### src/rtl/rob_alloc_ctrl.sv
// rob_alloc_ctrl: reorder-buffer index allocation, completion tracking and
// in-order retirement for an 8-entry ROB, with mispredict rollback.
//
// Ports:
//   clk, rst                     clock, asynchronous active-low reset
//   dispatch_*                   allocation request from decode/dispatch
//   rob_ready, DC_rob_idx        entry available / index the next dispatch gets
//   wb_valid, wb_rob_idx         completion from a functional unit
//   mispredict, mis_rob_idx      branch rollback request
//   commit_*                     head retirement and old-preg release
//   rob_empty, rob_count         occupancy status
//   perf_commit_cnt, perf_full_cyc  (only with ROB_PERF_CNT_EN defined)
//
// Optional feature macro: ROB_PERF_CNT_EN adds commit and full-cycle counters.
module rob_alloc_ctrl #(
  parameter int unsigned DEPTH       = 8,
  parameter int unsigned IDX_W       = 3,
  parameter int unsigned PREG_W      = 7,
  parameter int unsigned RECOVER_CYC = 1
) (
  input  logic              clk,
  input  logic              rst,
  input  logic              dispatch_valid,
  input  logic              dispatch_has_rd,
  input  logic [PREG_W-1:0] dispatch_P_rd_old,
  output logic              rob_ready,
  output logic [IDX_W-1:0]  DC_rob_idx,
  input  logic              wb_valid,
  input  logic [IDX_W-1:0]  wb_rob_idx,
  input  logic              mispredict,
  input  logic [IDX_W-1:0]  mis_rob_idx,
  output logic              commit_valid,
  output logic [IDX_W-1:0]  commit_rob_idx,
  output logic              commit_free,
  output logic [PREG_W-1:0] commit_P_rd_old,
  output logic              rob_empty,
  output logic [IDX_W:0]    rob_count
`ifdef ROB_PERF_CNT_EN
  ,
  output logic [31:0]       perf_commit_cnt,
  output logic [31:0]       perf_full_cyc
`endif
);

  localparam int unsigned CNT_W  = IDX_W + 1;
  localparam int unsigned RCNT_W = 4;

  typedef enum logic {
    ST_RUN     = 1'b0,
    ST_RECOVER = 1'b1
  } state_e;

  state_e                         state_q, state_d;
  logic [RCNT_W-1:0]              rcnt_q, rcnt_d;
  logic [IDX_W-1:0]               head_q, head_d;
  logic [IDX_W-1:0]               tail_q, tail_d;
  logic [CNT_W-1:0]               count_q, count_d;
  logic [DEPTH-1:0]               valid_q, valid_d;
  logic [DEPTH-1:0]               done_q, done_d;
  logic [DEPTH-1:0]               has_rd_q, has_rd_d;
  logic [DEPTH-1:0][PREG_W-1:0]   prd_q, prd_d;

  logic             alloc;
  logic             mis_take;
  logic [IDX_W-1:0] mis_off;
  logic [IDX_W-1:0] ent_off;

  // Mispredict blocks alloc and retire even when its index turns out invalid.
  assign rob_ready       = (state_q == ST_RUN) && (count_q < CNT_W'(DEPTH));
  assign alloc           = dispatch_valid && rob_ready && !mispredict;
  assign commit_valid    = valid_q[head_q] && done_q[head_q] && !mispredict;
  assign mis_take        = mispredict && valid_q[mis_rob_idx];
  assign DC_rob_idx      = tail_q;
  assign commit_rob_idx  = head_q;
  assign commit_free     = commit_valid ? has_rd_q[head_q] : 1'b0;
  assign commit_P_rd_old = commit_valid ? prd_q[head_q] : '0;
  assign rob_empty       = (count_q == '0);
  assign rob_count       = count_q;

  // Next-state: writeback, retire, allocate, then rollback overrides.
  always_comb begin
    state_d  = state_q;
    rcnt_d   = rcnt_q;
    head_d   = head_q;
    tail_d   = tail_q;
    count_d  = count_q;
    valid_d  = valid_q;
    done_d   = done_q;
    has_rd_d = has_rd_q;
    prd_d    = prd_q;
    ent_off  = '0;
    mis_off  = mis_rob_idx - head_q;

    if (wb_valid && valid_q[wb_rob_idx] && !(alloc && (wb_rob_idx == tail_q))) begin
      done_d[wb_rob_idx] = 1'b1;
    end

    if (commit_valid) begin
      valid_d[head_q] = 1'b0;
      done_d[head_q]  = 1'b0;
      head_d          = head_q + IDX_W'(1);
    end

    if (alloc) begin
      valid_d[tail_q]  = 1'b1;
      done_d[tail_q]   = 1'b0;
      has_rd_d[tail_q] = dispatch_has_rd;
      prd_d[tail_q]    = dispatch_P_rd_old;
      tail_d           = tail_q + IDX_W'(1);
    end

    count_d = count_q + CNT_W'(alloc) - CNT_W'(commit_valid);

    if (mis_take) begin
      // Age is the ring distance from head; squash everything younger.
      for (int i = 0; i < int'(DEPTH); i++) begin
        ent_off = IDX_W'(i) - head_q;
        if (ent_off > mis_off) begin
          valid_d[i] = 1'b0;
          done_d[i]  = 1'b0;
        end
      end
      tail_d  = mis_rob_idx + IDX_W'(1);
      count_d = CNT_W'(mis_off) + CNT_W'(1);
      state_d = ST_RECOVER;
      rcnt_d  = RCNT_W'(RECOVER_CYC - 1);
    end else if (state_q == ST_RECOVER) begin
      if (rcnt_q == '0) begin
        state_d = ST_RUN;
      end else begin
        rcnt_d = rcnt_q - RCNT_W'(1);
      end
    end
  end

  always_ff @(posedge clk or negedge rst) begin
    if (!rst) begin
      state_q  <= ST_RUN;
      rcnt_q   <= '0;
      head_q   <= '0;
      tail_q   <= '0;
      count_q  <= '0;
      valid_q  <= '0;
      done_q   <= '0;
      has_rd_q <= '0;
      prd_q    <= '0;
    end else begin
      state_q  <= state_d;
      rcnt_q   <= rcnt_d;
      head_q   <= head_d;
      tail_q   <= tail_d;
      count_q  <= count_d;
      valid_q  <= valid_d;
      done_q   <= done_d;
      has_rd_q <= has_rd_d;
      prd_q    <= prd_d;
    end
  end

`ifdef ROB_PERF_CNT_EN
  logic [31:0] perf_commit_cnt_q, perf_commit_cnt_d;
  logic [31:0] perf_full_cyc_q, perf_full_cyc_d;

  // Free-running event counters, wrapping at 2^32.
  always_comb begin
    perf_commit_cnt_d = perf_commit_cnt_q + 32'(commit_valid);
    perf_full_cyc_d   = perf_full_cyc_q + 32'(count_q == CNT_W'(DEPTH));
  end

  always_ff @(posedge clk or negedge rst) begin
    if (!rst) begin
      perf_commit_cnt_q <= '0;
      perf_full_cyc_q   <= '0;
    end else begin
      perf_commit_cnt_q <= perf_commit_cnt_d;
      perf_full_cyc_q   <= perf_full_cyc_d;
    end
  end

  assign perf_commit_cnt = perf_commit_cnt_q;
  assign perf_full_cyc   = perf_full_cyc_q;
`endif

endmodule
### config.mk
export PLATFORM = sky130hd
export DESIGN_NAME = rob_alloc_ctrl
export DESIGN_NICKNAME = d
export VERILOG_FILES = /design/src/rtl/rob_alloc_ctrl.sv
export SDC_FILE = /design/constraint.sdc
export NUM_CORES = 1
export LEC_CHECK = 0
export CORE_MARGIN = 3
export CORE_UTILIZATION = 50
export CTS_CLUSTER_DIAMETER = 50
export DETAILED_ROUTE_END_ITERATION = 16
export GPL_TIMING_DRIVEN = 0
export PLACE_DENSITY_LB_ADDON = 0.08
export SYNTH_ARGS = -nofsm -noshare
export SYNTH_HDL_FRONTEND = slang
export SYNTH_SLANG_ARGS = --single-unit
### constraint.sdc
create_clock -name clk -period 3.9 [get_ports clk]
set_input_delay 0.39 -clock clk [delete_from_list [all_inputs] [get_ports clk]]
set_output_delay 0.39 -clock clk [all_outputs]
set_load 0.01 [all_outputs]
Yosys cells after proc, flatten, opt, wreduce, memory -nomap -nowiden --
Cells that the tools add are included.
Operators by class: add/sub/neg operators 16, order comparisons 16, eq/ne operators 2, muxes and demuxes 56, bitwise gates (word level) 8, reductions and logical operators 19
Operators with widths (count):
- $bwmux 56 | 1
- $mux 8 | 7
- $mux 1 | 28
- $and 8x8->8 | 3
- $gt 3x3->1 | 8
- $bmux 7 s3 | 1
- $demux 7 s3 | 1
- $mux 7 | 3
- $lt 3x4->1 const B | 4
- $mux 4 | 4
- $not 8->8 | 2
- $or 8x8->8 | 2
- $bmux 1 s3 | 5
- $logic_and 1x1->1 | 12
- $sub 3x3->3 const A | 4
- $add 3x1->3 const B | 3
- $demux 1 s3 | 3
- $ge 3x1->1 const B | 3
- $bwmux 8 | 1
- $logic_not 4->1 | 2
- $mux 3 | 2
- $sub 1x3->3 const A | 2
- $sub 2x3->3 const A | 2
- $add 3x1->4 const B | 1
- 11 further kinds | 13
Word-level totals: flip-flop bits (word level) 95, input bits 19, logic and storage cells 133

Logic depth before layout (Yosys ltp) --
word-level depth 14, depth in mapped cells 13, depth with buffers taken out 12

Worst setup path before layout --
Ideal clock, no wire load.
path kind register -> register, start register head_q[1], in the netlist commit_rob_idx[1], end register count_q[2], in the netlist rob_count[2], setup time 0.077 ns, arrival time 3.100 ns, data required time 3.823 ns, path slack 0.722 ns, stages on the path, launching flop included 13, cells stage by stage dfrtp_1 -> inv_1 -> mux4_2 -> a32oi_1 -> clkbuf_1 -> inv_1 -> ha_1 -> inv_1 -> ha_1 -> inv_1 -> fa_1 -> xor2_1 -> a21oi_1
Between the ends: cells in the longest elaborated chain, start to end 6, elaborated cells between the ends (all ways) 10
RTL lines:
- start, declared | line 55 | logic [IDX_W-1:0] head_q, head_d;
- start signal, assigned | line 140 | head_q <= '0;
- start signal, assigned | line 150 | head_q <= head_d;
- $bmux 1 s3 | line 71 | assign commit_valid = valid_q[head_q] && done_q[head_q] && !mispredict;
- $mux 1 (implied by the code) | line 71
- $logic_and 1x1->1 (*) (2 in a row) | line 71
- named net commit_valid | line 32 | output logic commit_valid,
- $sub 4x1->4 (*) | line 112 | count_d = count_q + CNT_W'(alloc) - CNT_W'(commit_valid);
- $mux 4 (*) | line 114 | if (mis_take) begin
- named net count_d[2] | line 57 | logic [CNT_W-1:0] count_q, count_d;
- end signal, assigned | line 152 | count_q <= count_d;
- end, declared | line 57
The timed path passes the listed nets; every way through them passes the cells marked *. The select of a mux whose other input is x is not followed. A chain may end at the register's enable or synchronous reset.

Worst setup path in the final report --
start input mis_rob_idx[0], end register done_q[6]
Between the ends: cells in the longest elaborated chain, start to end 4, elaborated cells between the ends (all ways) 7
RTL lines:
- start, declared | line 31 | input logic [IDX_W-1:0] mis_rob_idx,
- $sub 3x3->3 or $bmux 1 s3 (tied branches) | line 92, 72
- $gt 3x3->1 or $mux 1 (tied branches) | line 118, 72
- $mux 1 or $logic_and 1x1->1 (tied branches) | line 118, 72
- $mux 8 (*) | line 114
- named net done_d[6] | line 59 | logic [DEPTH-1:0] done_q, done_d;
- end signal, assigned | line 154 | done_q <= done_d;
- end, declared | line 59
Marks and branches as above.

==> results_dict.tcl <==
set metrics [dict create \
    skew_ps 16.77 \
    clk_path_buf_depth 2 \
    max-slew-margin-rel_pct 39.48 \
    synth_compound_area_share_pct 10.22 \
    n_fill_cell 913 \
    cts_max_level 3 \
    wl_per_cell_um 19.08 \
    hp-class "input pin to asynchronous set/reset pin" \
    final_nets 574 \
    fp-row-count 37 \
    area_delta_synth_final_pct 14.43 \
    seq_area_frac_synth_pct 44.13 \
    synth_top_cell_area_share_pct 44.13 \
    drive_gt1_share_pct 22.43 \
    synth_top_family_by_area "multiplexers" \
    muxShareOfSynthArea_pct 21.51 \
    synth_top_area_cell "dfrtp_1" \
    final_area_sq_mm 0.006163 \
    drtAntennaViolNets 0 \
    antenna_found_initial 0 \
    final-hold-violation-count 0 \
    io_buffers 38 \
    ys_types 60 \
    synthesis.nets 524 \
    cap_violations 0 \
    synthTopCellsByCount "dfrtp_1 (95), mux2_2 (66), nand2_1 (41)" \
    cp-end-kind "flip-flop" \
    synth-seq-cells 95 \
    finalWirelength_mm 12.80 \
    route.vias.total 3868 \
    synth_ff_type "dfrtp_1" \
    syn_avg_cell_area_sq_um 11.22 \
    grt_pass1_vias 3867 \
    hpwl_mm 9.049 \
    final_util_pct 59.17 \
    async_flop_share_pct 100.0 \
    required_ps 4180 \
    cts_tree "done" \
    clockRootBuffer "clkbuf_8" \
    synthAdderAreaFrac_pct 6.643 \
    drt-vias-per-instance 5.765 \
    crit_arrival_ps 3950 \
    cts.sinks 95 \
    dieArea_sq_mm 0.01205 \
    cts_buffers 9 \
    cts_setup_buffers 0 \
    drv_slew 0 \
    rsz0062_at_grt "false" \
    grt_max_degree 53 \
    route.detailed.drc 0 \
    initial_core_util_pct 51.71 \
    fmax_mhz 272.9 \
    drt_iter0_drc 213 \
    worst-path-max-fanout 7 \
    clk-insertion-delay-late_ps 370 \
    diodes 0 \
    yosys-top-cells-area "dfrtp_1 (44%), mux2_2 (14%), mux4_2 (7.5%), ha_1 (5.3%), nand2_1 (2.9%)" \
    critPathLaunchType "input pin" \
    crit_type "input pin to flip-flop" \
    setup_violations 0 \
    yosysMostFrequentCell "dfrtp_1" \
    min_period_over_period_pct 93.95 \
    min_period_ps 3664 \
    ys_warn_count 0 \
    grt.overflow.total 0 \
    power_mw 4.255 \
    path_clk_slew_ps 100 \
    hold_buffers 0 \
    gp_congestion 0.8921 \
    die_x_um 109.8 \
    dr.pass1.iters 5 \
    cts_resized 0 \
    place_area_sq_mm 0.005962 \
    ios 40 \
    grt_pass1_wl_mm 20.29 \
    synth_xor_area_share_pct 2.114 \
    worst_pin_slew_ps 907.8 \
    netlist_area_sq_mm 0.005386 \
    die_h_um 109.8 \
    ir_worst_vdd_uv 320.5 \
    synth_cells 480 \
    status "completed" \
    core_sq_mm 0.01042 \
    tns_ps 0 \
    fin_ws_ps 236.0 \
    leakage_nw 2.802 \
    grt_use_total_pct 22.59 \
    synth_edf_count 0 \
    yosys.area_share.simple_pct 10.94 \
    post-place-ws_ps -52.94 \
    p_per_area_mw_per_mm2 690.4 \
]
## flip-flops by register name, indices dropped and copies added (netlist names)
signal / flops
DC_rob_idx: 3
rob_count: 4
state_q: 1
prd_q: 56
done_q: 8
has_rd_q: 8
valid_q: 8
rcnt_q: 4
commit_rob_idx: 3
## cells in the final DEF (no fill, tap or decap), drive strengths merged, types with 3 or more instances in the layout
cell type,netlist,final
clkbuf,14,23
nand3,8,8
o22ai,3,3
nor3,3,3
maj3,3,3
nor2b,9,9
nor2,33,33
nand2b,5,5
and3,5,5
ha,23,23
nand2,41,41
clkdlybuf4s50,0,37
mux2,66,66
a21oi,24,24
o21ai,13,13
xnor2,9,9
a31oi,7,7
dfrtp,95,95
xor2,4,4
o211ai,6,6
o211a,3,3
mux4,18,18
and2,4,4
nor4,6,6
clkinv,0,4
inv,37,40
buf,8,10
## routing by layer
layer	up-vias	wire [um]	global-route usage (%)
li1	1819	-	-
met1	1926	5895	31.60
met2	101	6077	36.44
met3	22	577	3.171
met4	0	253	7.302
met5	-	0	0
## path summary, 6_finish.rpt
check	startpoint	endpoint	slack, ps	cells past startpoint
max in group asynchronous	rst	prd_q[32]	3220	2
min reg2reg	prd_q[55]	prd_q[55]	510	1
max	mis_rob_idx[0]	done_q[6]	240	14
min	rst	rcnt_q[3]	20	1
max reg2reg	commit_rob_idx[1]	rob_count[2]	300	12
min in group clk	wb_rob_idx[1]	done_q[2]	510	3
## critical path, stage by stage
cell and delay, ps:
clkdlybuf4s50_1 530, clkbuf_1 320, inv_1 120, ha_1 250
inv_1 80, fa_1 170, xor2_1 440, xnor2_1 350
inv_1 180, ha_1 370, o21a_1 120, o21ai_0 240
o22ai_1 190, nor3_1 190
## per-stage QoR
stage,hold slack (ps),instances
2_1_floorplan,94.41,480
3_3_place_gp,481.3,654
3_5_place_dp,441.4,655
4_1_cts,31.42,671
5_1_grt,52.40,671
6_report,20.44,671
## report_power, final
| group | leakage (nW) | internal, mW | switching (mW) |
|---|---|---|---|
| registers | 1.25 | 1.38 | 0.268 |
| clock network | 0.102 | 0.252 | 0.399 |
| logic | 1.45 | 1.00 | 0.957 |
## final cells by class
class / instances / area (sq um) / share of cell area [%]
Clock buffer: 9 / 123.9 / 2.010
Clock inverter: 7 / 75.07 / 1.218
Inverter: 37 / 138.9 / 2.253
Timing Repair Buffer: 39 / 405.4 / 6.577
Multi-Input combinational cell: 326 / 2770 / 44.95
Sequential cell: 95 / 2377 / 38.57
Tap cell: 136 / 170.2 / 2.761
Buffer: 22 / 102.6 / 1.665
## cell families (layout without fill, tap and decap cells)
logic type,count (synthesis),count (layout)
flops,95,95
simple gates,118,118
mux,85,85
buf+inv,59,114
xor+xnor,13,13
compound gates,82,82
fa+ha+maj,28,28
Power figures use the tool's default switching activity.
